**src/rtl/axi_mover_scheduler.sv**
```systemverilog
// Round-robin scheduler sharing one axi_data_mover between NumReq requesters.
// Latency: accept at T, mover_valid_o from T+1, done pulse one cycle after the mover returns to idle.
// Backpressure: holds the command on mover_valid_o until mover_ready_i; req_ready_o stays low while not Idle.
// Optional feature macro: AXI_MOVER_SCHED_ZERO_LEN_SKIP_EN (zero-length commands complete without touching the mover).
module axi_mover_scheduler #(
    parameter int NumReq    = 4,
    parameter int AddrWidth = 64,
    parameter int DataWidth = 64,
    localparam int GrantW   = (NumReq > 1) ? $clog2(NumReq) : 1
) (
    input  logic                                clk_i,
    input  logic                                rst_i,
    input  logic [NumReq-1:0]                   req_valid_i,
    output logic [NumReq-1:0]                   req_ready_o,
    input  logic [NumReq-1:0][AddrWidth-1:0]    req_src_i,
    input  logic [NumReq-1:0][AddrWidth-1:0]    req_dst_i,
    input  logic [NumReq-1:0][AddrWidth-1:0]    req_len_i,
    output logic [NumReq-1:0]                   done_o,
    input  logic                                mover_ready_i,
    output logic                                mover_valid_o,
    output logic [AddrWidth-1:0]                mover_src_o,
    output logic [AddrWidth-1:0]                mover_dst_o,
    output logic [AddrWidth-1:0]                mover_len_o,
    output logic                                busy_o,
    output logic [GrantW-1:0]                   grant_o
);

    // Lengths are truncated to whole mover beats.
    localparam int BeatBits = (DataWidth / 8 > 1) ? $clog2(DataWidth / 8) : 0;
    localparam logic [AddrWidth-1:0] LenMask =
        ~((AddrWidth'(1) << BeatBits) - AddrWidth'(1));

    typedef enum logic [1:0] {
        ST_IDLE,
        ST_ISSUE,
        ST_BUSY,
        ST_DONE
    } state_e;

    state_e                 state_q, state_d;
    logic [GrantW-1:0]      rr_q, rr_d;
    logic [GrantW-1:0]      grant_q, grant_d;
    logic [AddrWidth-1:0]   src_q, src_d;
    logic [AddrWidth-1:0]   dst_q, dst_d;
    logic [AddrWidth-1:0]   len_q, len_d;
    logic                   busy_first_q, busy_first_d;

    logic                   win_vld;
    logic [GrantW-1:0]      win_idx;
    logic [AddrWidth-1:0]   win_len;

    // (base + off) mod NumReq, with both operands already below NumReq.
    function automatic logic [GrantW-1:0] wrap_add(input logic [GrantW-1:0] base,
                                                   input int unsigned off);
        logic [GrantW:0] sum;
        sum = {1'b0, base} + (GrantW + 1)'(off);
        if (sum >= (GrantW + 1)'(NumReq)) begin
            sum = sum - (GrantW + 1)'(NumReq);
        end
        return sum[GrantW-1:0];
    endfunction

    // Rotating-priority search starting at rr_q; first valid requester wins.
    always_comb begin
        logic [GrantW-1:0] cand;
        win_vld = 1'b0;
        win_idx = '0;
        cand    = '0;
        for (int k = 0; k < NumReq; k++) begin
            cand = wrap_add(rr_q, k);
            if (!win_vld && req_valid_i[cand]) begin
                win_vld = 1'b1;
                win_idx = cand;
            end
        end
        win_len = req_len_i[win_idx] & LenMask;
    end

    // Next-state, command capture and handshake outputs.
    always_comb begin
        state_d      = state_q;
        rr_d         = rr_q;
        grant_d      = grant_q;
        src_d        = src_q;
        dst_d        = dst_q;
        len_d        = len_q;
        req_ready_o  = '0;
        done_o       = '0;
        // Mover ready drops for a cycle after accept, so the first Busy cycle is never a completion.
        busy_first_d = (state_q == ST_ISSUE);
        case (state_q)
            ST_IDLE: begin
                if (win_vld && !rst_i) begin
                    req_ready_o[win_idx] = 1'b1;
                    src_d   = req_src_i[win_idx];
                    dst_d   = req_dst_i[win_idx];
                    len_d   = win_len;
                    grant_d = win_idx;
                    rr_d    = wrap_add(win_idx, 1);
`ifdef AXI_MOVER_SCHED_ZERO_LEN_SKIP_EN
                    state_d = (win_len == '0) ? ST_DONE : ST_ISSUE;
`else
                    state_d = ST_ISSUE;
`endif
                end
            end
            ST_ISSUE: begin
                if (mover_ready_i) begin
                    state_d = ST_BUSY;
                end
            end
            ST_BUSY: begin
                if (!busy_first_q && mover_ready_i) begin
                    state_d = ST_DONE;
                end
            end
            ST_DONE: begin
                done_o[grant_q] = 1'b1;
                state_d         = ST_IDLE;
            end
            default: begin
                state_d = ST_IDLE;
            end
        endcase
    end

    // State and command registers; reset also aborts any command in flight.
    always_ff @(posedge clk_i) begin
        if (rst_i) begin
            state_q      <= ST_IDLE;
            rr_q         <= '0;
            grant_q      <= '0;
            src_q        <= '0;
            dst_q        <= '0;
            len_q        <= '0;
            busy_first_q <= 1'b0;
        end else begin
            state_q      <= state_d;
            rr_q         <= rr_d;
            grant_q      <= grant_d;
            src_q        <= src_d;
            dst_q        <= dst_d;
            len_q        <= len_d;
            busy_first_q <= busy_first_d;
        end
    end

    assign mover_valid_o = (state_q == ST_ISSUE);
    assign mover_src_o   = src_q;
    assign mover_dst_o   = dst_q;
    assign mover_len_o   = len_q;
    assign busy_o        = (state_q != ST_IDLE);
    assign grant_o       = (state_q == ST_IDLE) ? win_idx : grant_q;

endmodule

```
**config.mk**
```make
export PLATFORM = sky130hd
export DESIGN_NAME = axi_mover_scheduler
export DESIGN_NICKNAME = d
export VERILOG_FILES = /design/src/rtl/axi_mover_scheduler.sv
export SDC_FILE = /design/constraint.sdc
export NUM_CORES = 1
export LEC_CHECK = 0
export BUFFER_PORTS_ARGS = -buffer_cell sky130_fd_sc_hd__buf_2
export CAP_MARGIN = 40
export CELL_PAD_IN_SITES_DETAIL_PLACEMENT = 0
export CELL_PAD_IN_SITES_GLOBAL_PLACEMENT = 2
export CORE_AREA = 2 2 384 386
export CTS_CLUSTER_SIZE = 28
export DETAILED_ROUTE_END_ITERATION = 8
export DIE_AREA = 0 0 386 388
export GPL_TIMING_DRIVEN = 0
export HOLD_SLACK_MARGIN = 0.03
export MAX_ROUTING_LAYER = met4
export PLACE_DENSITY = 0.49
export SLEW_MARGIN = 20
export SYNTH_ARGS = -nofsm -noshare
export SYNTH_HDL_FRONTEND = slang
export SYNTH_SLANG_ARGS = --single-unit
```
**constraint.sdc**
```tcl
create_clock -name clk_i -period 2.57 [get_ports clk_i]
set_input_delay 0.3855 -clock clk_i [delete_from_list [all_inputs] [get_ports clk_i]]
set_output_delay 0.3855 -clock clk_i [all_outputs]
set_load 0.01 [all_outputs]
```
==> results of run 1 <==
[registers in the layout, summed over array words and instances (netlist names)]
| signal | count |
|---|---|
| mover_len_o | 61 |
| mover_src_o | 64 |
| grant_q | 2 |
| mover_dst_o | 64 |
| busy_first_q | 1 |
| rr_q | 2 |
| state_q | 2 |
[routing by layer]
| layer | wire length [um] | vias up | track usage [%] |
|---|---|---|---|
| met3 | 7830 | 73 | 3.50 |
| li1 | - | 7839 | - |
| met5 | 0 | - | - |
| met4 | 1260 | 0 | 2.31 |
| met2 | 52800 | 665 | 24.1 |
| met1 | 46100 | 7823 | 17.4 |
[how the worst min path moves through the flow]
stage	startpoint	end	slack [ns]
2_1_floorplan	grant_q[1]	grant_q[1]	0.47
3_3_place_gp	mover_dst_o[51]	mover_dst_o[51]	0.44
3_5_place_dp	mover_dst_o[51]	mover_dst_o[51]	0.45
4_1_cts	req_dst_i[194]	mover_dst_o[2]	0.09
5_1_grt	req_dst_i[219]	mover_dst_o[27]	0.12
6_report	req_src_i[168]	mover_src_o[40]	0.16
[where the power goes]
group / switching (mW) / internal (mW)
combinational: 7.77 / 4.84
sequential: 0.765 / 4.40
clock: 1.75 / 1.50
total: 10.3 / 10.7
[kinds of logic after synthesis]
group,count (synthesis)
flops,196
buf+inv,178
compound gates,580
xor+xnor,1
mux,190
fa+ha+maj,4
simple gates,416
other cells,1
[cell type report]
| type | instances | area (sq um) |
|---|---|---|
| tap | 1917 | 2400 |
| sequential | 196 | 3930 |
| multi-input combinational | 1194 | 8250 |
| inverter | 6 | 22.5 |
| timing repair buffer | 1004 | 5280 |
| fill | 16875 | 124000 |
| buffer | 165 | 1060 |
| clock buffer | 17 | 425 |
| antenna | 27 | 67.6 |
| clock inverter | 15 | 204 |
[timing repair]
item | in CTS | in global routing
pin swaps | 5 | 8
endpoints found under the setup margin | 190 | 127
hold buffers | 0 | 0
gates resized for setup | 162 | 88
setup buffers | 14 | 13
[critical path, cell delays in order (launching register included)]
cell and delay (ns):
dfxtp_4 0.39, nor2b_4 0.05, or4_4 0.56, and2_4 0.20, buf_16 0.15, nor3_4 0.17
buf_2 0.16
[cells in the final DEF, fill, tap and decap left out, types with 4 or more instances in the layout]
cell       netlist  routed
inv_1            6       5
clkbuf_1       130      58
diode_2          0      27
clkbuf_8         0       8
buf_6           12      25
clkbuf_2         0      43
buf_2           27     976
buf_16           0       5
a21boi_1        16      17
nor2_1           8       8
nand2_1        196     193
a211oi_1         4       4
o211ai_1       188     188
and3_1         190     189
clkbuf_16        0      19
o21ai_1         88      88
o21ai_2          0       8
mux2i_1        189     177
buf_8            0       4
o21ai_0        103      94
clkbuf_4         0       7
dfxtp_1        196     194
a21boi_0       172     165
inv_6            0       6
mux2i_4          0       9
buf_4            3      39
[per-stage QoR]
step	TNS (ns)	setup slack (ns)	util [%]	std cells	total power [mW]
finish	-0.0321	-0.0321	14.9	4541	21.0
detailed placement	-128.68	-1.12	13.8	4462	17.2
global placement	-283.28	-2.46	13.7	4447	17.0
global route	-0.325	-0.117	14.9	4524	22.5
CTS	-0.927	-0.279	14.7	4506	21.3
floorplan	0	0.139	-	1568	10.9
==> impl_metrics.csv, run 1 <==
group,metric,value,unit
outcome,status,"finished with violations",
outcome,violations,"negative setup slack",
timing,rsz0062_at_grt,"yes",
setup_path,crit_type,"reg2out",
global_route,grt_pass1_wl,142,mm
floorplan,core_area,145000,sq um
power_and_ir_drop,peakVddDrop,0.377,mV
logic_synthesis,synthAdderAreaFrac,0.395,%
placement,io_buffers,962,
route,drt-wirelength-per-cell,23.8,um
logic_synthesis,yosysTopAreaCellShare,31.0,%
clock_network,cts_tree,"built",
timing,hold_violations,0,
logic_synthesis,netlist.top_cell.by_area,"dfxtp_1",
logic_synthesis,synth.area.mux_share,15.0,%
clock_network,root_buffer,"clkbuf_16",
logic_synthesis,synth_compound_area_share,30.6,%
setup_path,crit_end,"req_ready_o[3]",
route,drt_iter0_drc,815,
cells_and_area,fin_area,21600,sq um
setup_path,setup.worst_path.end_class,"output port",
floorplan,die_w,386,um
clock_network,ctsLongestPathBuffers,2,
min_path,worstHoldPathType,"in2reg",
floorplan,num_io_pins,979,
timing,finClkSkew,0.0189,ns
timing,setup_viol,1,
timing,worstMarginPinSlew,0.783,ns
route,final_antenna_net_count,0,
cells_and_area,final_net_count,3363,
power_and_ir_drop,powerDensity,972,nW/um^2
placement,dpl_cell_area,20100,sq um
min_path,whs_path_depth,3,
logic_synthesis,synth_xor_area_share,0.0692,%
logic_synthesis,synthFlopType,"dfxtp_1",
global_route,antenna_found_initial,38,
placement,globalplace.congestion,0.882,
setup_path,path_max_fanout,4,
global_route,grt_start_max_net_pins,21,
setup_path,rr_startpoint,"rr_q[0]",
clock_network,clock_sinks,196,
route,wl,108,mm
logic_synthesis,synth-edff-count,0,
logic_synthesis,syn_area_per_cell,8.08,sq um
logic_synthesis,ys_types,41,
route,drtPass1Iterations,4,
setup_path,r2r_setup_slack,0.01,ns
logic_synthesis,netlist_area,12700,sq um
logic_synthesis,synthSimpleGateAreaFrac,16.5,%
logic_synthesis,synth_common_cells,"dfxtp_1, nand2_1, and3_1",
logic_synthesis,netlist_instances,1566,
timing,relSlewSlack,47.8,%
global_route,grt_use_total,14.3,%
route,dr_total_vias,16400,
floorplan,fp.dieH,388,um
setup_path,cp-startpoint,"rr_q[0]",
setup_path,r2r_cells,10,
logic_synthesis,synth_area_leaders,"dfxtp_1, mux2i_1, o211ai_1",
logic_synthesis,ys_warn_count,0,
clock_network,path_clk_slew,0.10,ns
logic_synthesis,synth_top_family_by_area,"compound AO/OA/AOI/OAI gates",
placement,post-dp-hpwl,91.4,mm
route,vias_per_cell,3.61,
setup_path,worstPathArrival,2.22,ns
run,cap_violations,0,
floorplan,fp-row-count,140,
clock_network,tritoncts.num_buffers,17,
logic_synthesis,synth_seq_area_share,31.0,%
global_route,grt_pass1_vias,16961,
setup_path,r2r_end,"mover_src_o[0]",
timing,finalHoldWorstSlack,0.157,ns
cells_and_area,drive_gt1_share,45.9,%
floorplan,die_area,150000,sq um
setup_path,worstSetupStartpointType,"flip-flop",
clock_network,clock_latency,0.53,ns
timing,fin_ws,-0.0321,ns
timing,fin_crit,2.60,ns
power_and_ir_drop,p_leak,10.3,nW
timing,max_freq,0.384,GHz
setup_path,worstPathRequired,2.18,ns
timing,finalCritPeriodShare,101,%
cells_and_area,area_growth,71.0,%
floorplan,initial_core_util,8.72,%
clock_network,htreeDepth,4,
logic_synthesis,synth-seq-cells,196,
global_route,gr-total-overflow,0,
logic_synthesis,async_flop_share,0,%
route,drc,0,
timing,maxSlewViolCount,0,
(Power assumes the default switching activity.)
==> run 2, diff against run 1 <==
- CELL_PAD_IN_SITES_DETAIL_PLACEMENT: 0 -> 1
- CELL_PAD_IN_SITES_GLOBAL_PLACEMENT: 2 -> 1
- CORE_AREA: 2 2 384 386 -> 2 2 383 385
- DIE_AREA: 0 0 386 388 -> 0 0 385 387
- PLACE_DENSITY: 0.49 -> 0.41
==> run 2 against run 1 <==
Net effect: first-iteration DRC count fell by 16%; setup slack got worse by 0.15 ns; the flow still finishes with violations (negative setup slack); register-to-register slack improved by 0.02 ns; non-clock buffer count fell by 9.
==> impl_metrics.csv, run 2 (synthesis results as in run 1) <==
group,metric,value,unit
route,dr_total_vias,16436,
power_and_ir_drop,p_leak,10.1,nW
floorplan,initial_core_util,8.74,%
cells_and_area,drive_gt1_share,45.6,%
route,drt-wirelength-per-cell,23.3,um
global_route,grt_pass1_vias,17448,
floorplan,die_area,149000,sq um
setup_path,worstPathRequired,2.18,ns
global_route,grt_use_total,14.1,%
setup_path,crit_type,"reg2out",
timing,worstMarginPinSlew,0.744,ns
min_path,worstHoldPathType,"in2reg",
timing,setup_viol,3,
cells_and_area,fill_cells,17561,
setup_path,setup.worst_path.end_class,"output port",
floorplan,fp-row-count,140,
floorplan,num_io_pins,979,
setup_path,worstSetupStartpointType,"flip-flop",
setup_path,path_max_fanout,6,
clock_network,cts_hold_buf,0,
route,wl,105,mm
outcome,status,"finished with violations",
timing,fin_setup_tns,-0.429,ns
route,final_antenna_net_count,0,
timing,hold_violations,0,
global_route,antenna_found_initial,32,
global_route,grt_pass1_wl,141,mm
timing,maxSlewViolCount,0,
timing,fin_crit,2.75,ns
outcome,violations,"negative setup slack",
timing,fin_ws,-0.180,ns
timing,rsz0062_at_grt,"yes",
cells_and_area,final_cell_mix,"buf_2, nand2_1, dfxtp_1",
route,drt_iter0_drc,683,
cells_and_area,final_net_count,3354,
floorplan,fp.dieH,387,um
power_and_ir_drop,powerDensity,961,nW/um^2
cells_and_area,utilization,14.8,%
run,cap_violations,0,
timing,relSlewSlack,49.9,%
timing,finClkSkew,0.0208,ns
power_and_ir_drop,peakVddDrop,0.437,mV
cells_and_area,layout_commonest_cell,"buf_2",
placement,post-dp-hpwl,89.5,mm
timing,finalCritPeriodShare,107,%
placement,globalplace.congestion,0.872,
clock_network,tritoncts.num_buffers,17,
timing,max_freq,0.364,GHz
route,drtPass1Iterations,5,
clock_network,clock_sinks,196,
placement,io_buffers,962,
global_route,grt_start_max_net_pins,23,
route,drc,0,
route,vias_per_cell,3.63,
setup_path,worstPathArrival,2.36,ns
floorplan,die_w,385,um
global_route,gr-total-overflow,0,
clock_network,ctsLongestPathBuffers,2,
clock_network,cts_tree,"built",
clock_network,htreeDepth,4,
clock_network,root_buffer,"clkbuf_16",
clock_network,path_clk_slew,0.09,ns
floorplan,core_area,145000,sq um
cells_and_area,area_growth,69.0,%
clock_network,clock_latency,0.53,ns
[run 2: worst paths after layout]
check                                      from  slack [ns]  cells after the start         endpoint
worst min register to register  mover_dst_o[51]        0.48                      2  mover_dst_o[51]
worst max register to register          rr_q[0]        0.03                      8   mover_src_o[2]
worst min-delay path             req_dst_i[237]        0.16                      3  mover_dst_o[45]
worst max-delay path                    rr_q[0]       -0.18                      8   req_ready_o[3]
[run 2: metal layers]
metal  routed length (um)  global-route usage, %  vias up
li1                     -                      -     7790
met1                44900                   16.8     7969
met2                52300                   24.1      613
met3                 6890                   3.59       64
met4                 1370                   2.47        0
met5                    0                      -        -
[run 2: critical path: stages (launching register included)]
cell,delay [ns]
dfxtp_4,0.39
nor2b_4,0.04
or4_4,0.56
buf_12,0.17
and2_4,0.17
buf_16,0.14
buf_12,0.12
nor3_2,0.09
buf_2,0.16
[run 2: power by group]
group          leakage (nW)  total [mW]  switching, mW  internal, mW
logic                  8.22        12.3           7.59          4.67
clock network         0.302        3.13           1.78          1.35
registers              1.62        5.18          0.773          4.40
[run 2: area by class of cell]
| type | instances | area, sq um | share of cell area [%] |
|---|---|---|---|
| Timing Repair Buffer | 996 | 5150 | 24.1 |
| Tap cell | 1917 | 2400 | 11.2 |
| Sequential cell | 196 | 3930 | 18.4 |
| Antenna cell | 22 | 55.1 | 0.257 |
| Clock inverter | 15 | 194 | 0.907 |
| Clock buffer | 17 | 425 | 1.99 |
| Inverter | 6 | 22.5 | 0.105 |
| Multi-Input combinational cell | 1194 | 8220 | 38.4 |
| Buffer | 164 | 992 | 4.64 |
[run 2: what timing repair did]
action | 4_1_cts | 5_1_grt
setup endpoints to repair | 196 | 154
setup buffers | 19 | 3
pin swaps | 5 | 2
resized for setup | 131 | 108
[run 2: per-stage QoR]
stage | worst slack [ns] | power (mW) | hold WS, ns | instance area (sq um) | instances
detailed placement | -1.33 | 17.0 | 0.453 | 20000 | 4460
CTS | -0.320 | 21.0 | 0.0922 | 21200 | 4507
global route | -0.310 | 22.1 | 0.120 | 21400 | 4516
floorplan | 0.139 | 10.9 | 0.473 | 12700 | 1568
global placement | -2.10 | 16.9 | 0.445 | 19900 | 4447
finish | -0.180 | 20.6 | 0.164 | 21400 | 4527
==> run 3, diff against run 2 <==
- PLACE_DENSITY: 0.41 -> 0.42
- clock period: 2.57 -> 2.2 ns (I/O delays scaled with it)
==> run 3 against run 2 <==
Net effect: the flow still finishes with violations (negative setup slack); critical path depth is 1 lower; setup slack lost 0.32 ns; core utilization grew 3.4 points; first-iteration DRC count fell by 8.1%; sequential cell count unchanged; power rose by 50%; non-clock buffer count grew 126; die area is the same; sequential power rose by 16%; clock skew fell by 0.0018 ns; final cell count up 3.1%; critical endpoint is now req_ready_o[1]; highest routed layer unchanged.
==> impl_metrics.csv, run 3 (synthesis results as in run 1) <==
group,metric,value,unit
setup_path,crit_type,"reg2out",
setup_path,r2r_end,"mover_dst_o[1]",
cells_and_area,final_cell_mix,"buf_2, dfxtp_1, nand2_1",
placement,pre_cts_slack,-1.99,ns
clock_network,clock_latency,0.55,ns
outcome,status,"finished with violations",
clock_network,clock_sinks,196,
floorplan,die_w,385,um
power_and_ir_drop,p_leak,11.4,nW
placement,io_buffers,962,
floorplan,initial_core_util,8.74,%
floorplan,core_area,145000,sq um
route,wl,119,mm
global_route,grt_start_max_net_pins,20,
floorplan,fp.dieH,387,um
min_path,worstHoldPathType,"in2reg",
timing,finClkSkew,0.0190,ns
timing,hold_violations,0,
cells_and_area,area_growth,108,%
cells_and_area,fill_cells,17310,
setup_path,worstPathArrival,2.37,ns
global_route,grt_use_total,15.5,%
route,dr_total_vias,17332,
placement,dpl.cell_count,4454,
route,drc,0,
cells_and_area,layout_commonest_cell,"buf_2",
floorplan,num_io_pins,979,
route,vias_per_cell,3.71,
timing,fin_setup_tns,-45.01,ns
cells_and_area,fin_cells,4668,
timing,worstMarginPinSlew,0.775,ns
outcome,violations,"negative setup slack",
cells_and_area,drive_gt1_share,62.0,%
timing,rsz0062_at_grt,"yes",
global_route,gr-total-overflow,0,
setup_path,rr_startpoint,"rr_q[1]",
timing,fin_ws,-0.505,ns
route,drtPass1Iterations,5,
cells_and_area,final_net_count,3481,
placement,globalplace.congestion,0.856,
global_route,antenna_found_initial,80,
setup_path,r2r_setup_slack,-0.44,ns
global_route,grt_pass1_vias,17985,
run,cap_violations,0,
timing,finalCritPeriodShare,123,%
timing,relSlewSlack,48.3,%
placement,dpl_cell_area,20000,sq um
setup_path,worstSetupStartpointType,"flip-flop",
min_path,min_from,"req_len_i[176]",
power_and_ir_drop,power,30.8,mW
clock_network,cts_tree,"built",
timing,fin_crit,2.71,ns
route,final_antenna_net_count,0,
timing,setup_viol,194,
clock_network,path_clk_slew,0.11,ns
cells_and_area,fin_area,26400,sq um
min_path,whs_path_depth,3,
route,drt_iter0_drc,628,
timing,finalHoldWorstSlack,0.0882,ns
route,drt-wirelength-per-cell,25.6,um
clock_network,tritoncts.num_buffers,17,
clock_network,htreeDepth,4,
floorplan,fp-row-count,140,
clock_network,root_buffer,"clkbuf_16",
power_and_ir_drop,powerDensity,1170,nW/um^2
global_route,grt_pass1_wl,152,mm
cells_and_area,utilization,18.2,%
timing,max_freq,0.370,GHz
power_and_ir_drop,peakVddDrop,0.481,mV
min_path,holdPathEnd,"mover_len_o[48]",
timing,maxSlewViolCount,0,
setup_path,path_max_fanout,3,
setup_path,setup.worst_path.end_class,"output port",
setup_path,r2r_cells,12,
placement,post-dp-hpwl,94.4,mm
setup_path,worstPathRequired,1.87,ns
clock_network,ctsLongestPathBuffers,2,
floorplan,die_area,149000,sq um
==> run 3: per-layer routing <==
layer	track usage, %	wire length [um]
met5	-	0
met4	4.71	2910
met3	4.61	8440
met2	26.4	59900
met1	17.3	48100
==> run 3: what timing repair did <==
action / 4_1_cts / 5_1_grt
endpoints found under the hold margin: 15 / 0
endpoints found under the setup margin: 196 / 195
gates resized for setup: 556 / 575
hold buffers: 25 / 0
pin swaps: 23 / 278
gates cloned: 13 / 19
buffers inserted: 71 / 38
==> run 3: area by class of cell <==
cell class / instances / area, sq um / area share [%]
Multi-Input combinational cell: 1195 / 10600 / 40.2
Timing Repair Buffer: 1130 / 7260 / 27.5
Sequential cell: 196 / 3930 / 14.9
Tap cell: 1917 / 2400 / 9.09
Buffer: 156 / 1510 / 5.71
Clock buffer: 18 / 439 / 1.66
Clock inverter: 14 / 135 / 0.512
Antenna cell: 36 / 90.1 / 0.341
Inverter: 6 / 22.5 / 0.0854
==> run 3: report_power, final <==
| part | switching, mW | leakage (nW) | internal [mW] |
|---|---|---|---|
| combinational | 11.2 | 9.50 | 10.1 |
| clock | 2.03 | 0.288 | 1.54 |
| sequential | 0.862 | 1.62 | 5.14 |
| total | 14.1 | 11.4 | 16.8 |
==> run 3: worst max path at each step <==
| stage | start | to | slack, ns | cells past startpoint |
|---|---|---|---|---|
| detailed placement | state_q[0] | mover_len_o[23] | -1.99 | 10 |
| CTS | rr_q[1] | req_ready_o[3] | -0.61 | 8 |
| floorplan | state_q[0] | mover_dst_o[32] | 0.02 | 10 |
| global route | rr_q[1] | req_ready_o[1] | -0.59 | 7 |
| finish | rr_q[1] | req_ready_o[1] | -0.51 | 7 |
| global placement | req_valid_i[1] | mover_len_o[23] | -2.40 | 9 |
==> run 3: critical path, cell delays in order, from the launching register on <==
cell,delay (ns)
dfxtp_4,0.36
or4_4,0.55
buf_12,0.15
and2_4,0.17
buf_16,0.15
buf_12,0.13
nor3_4,0.17
buf_6,0.13
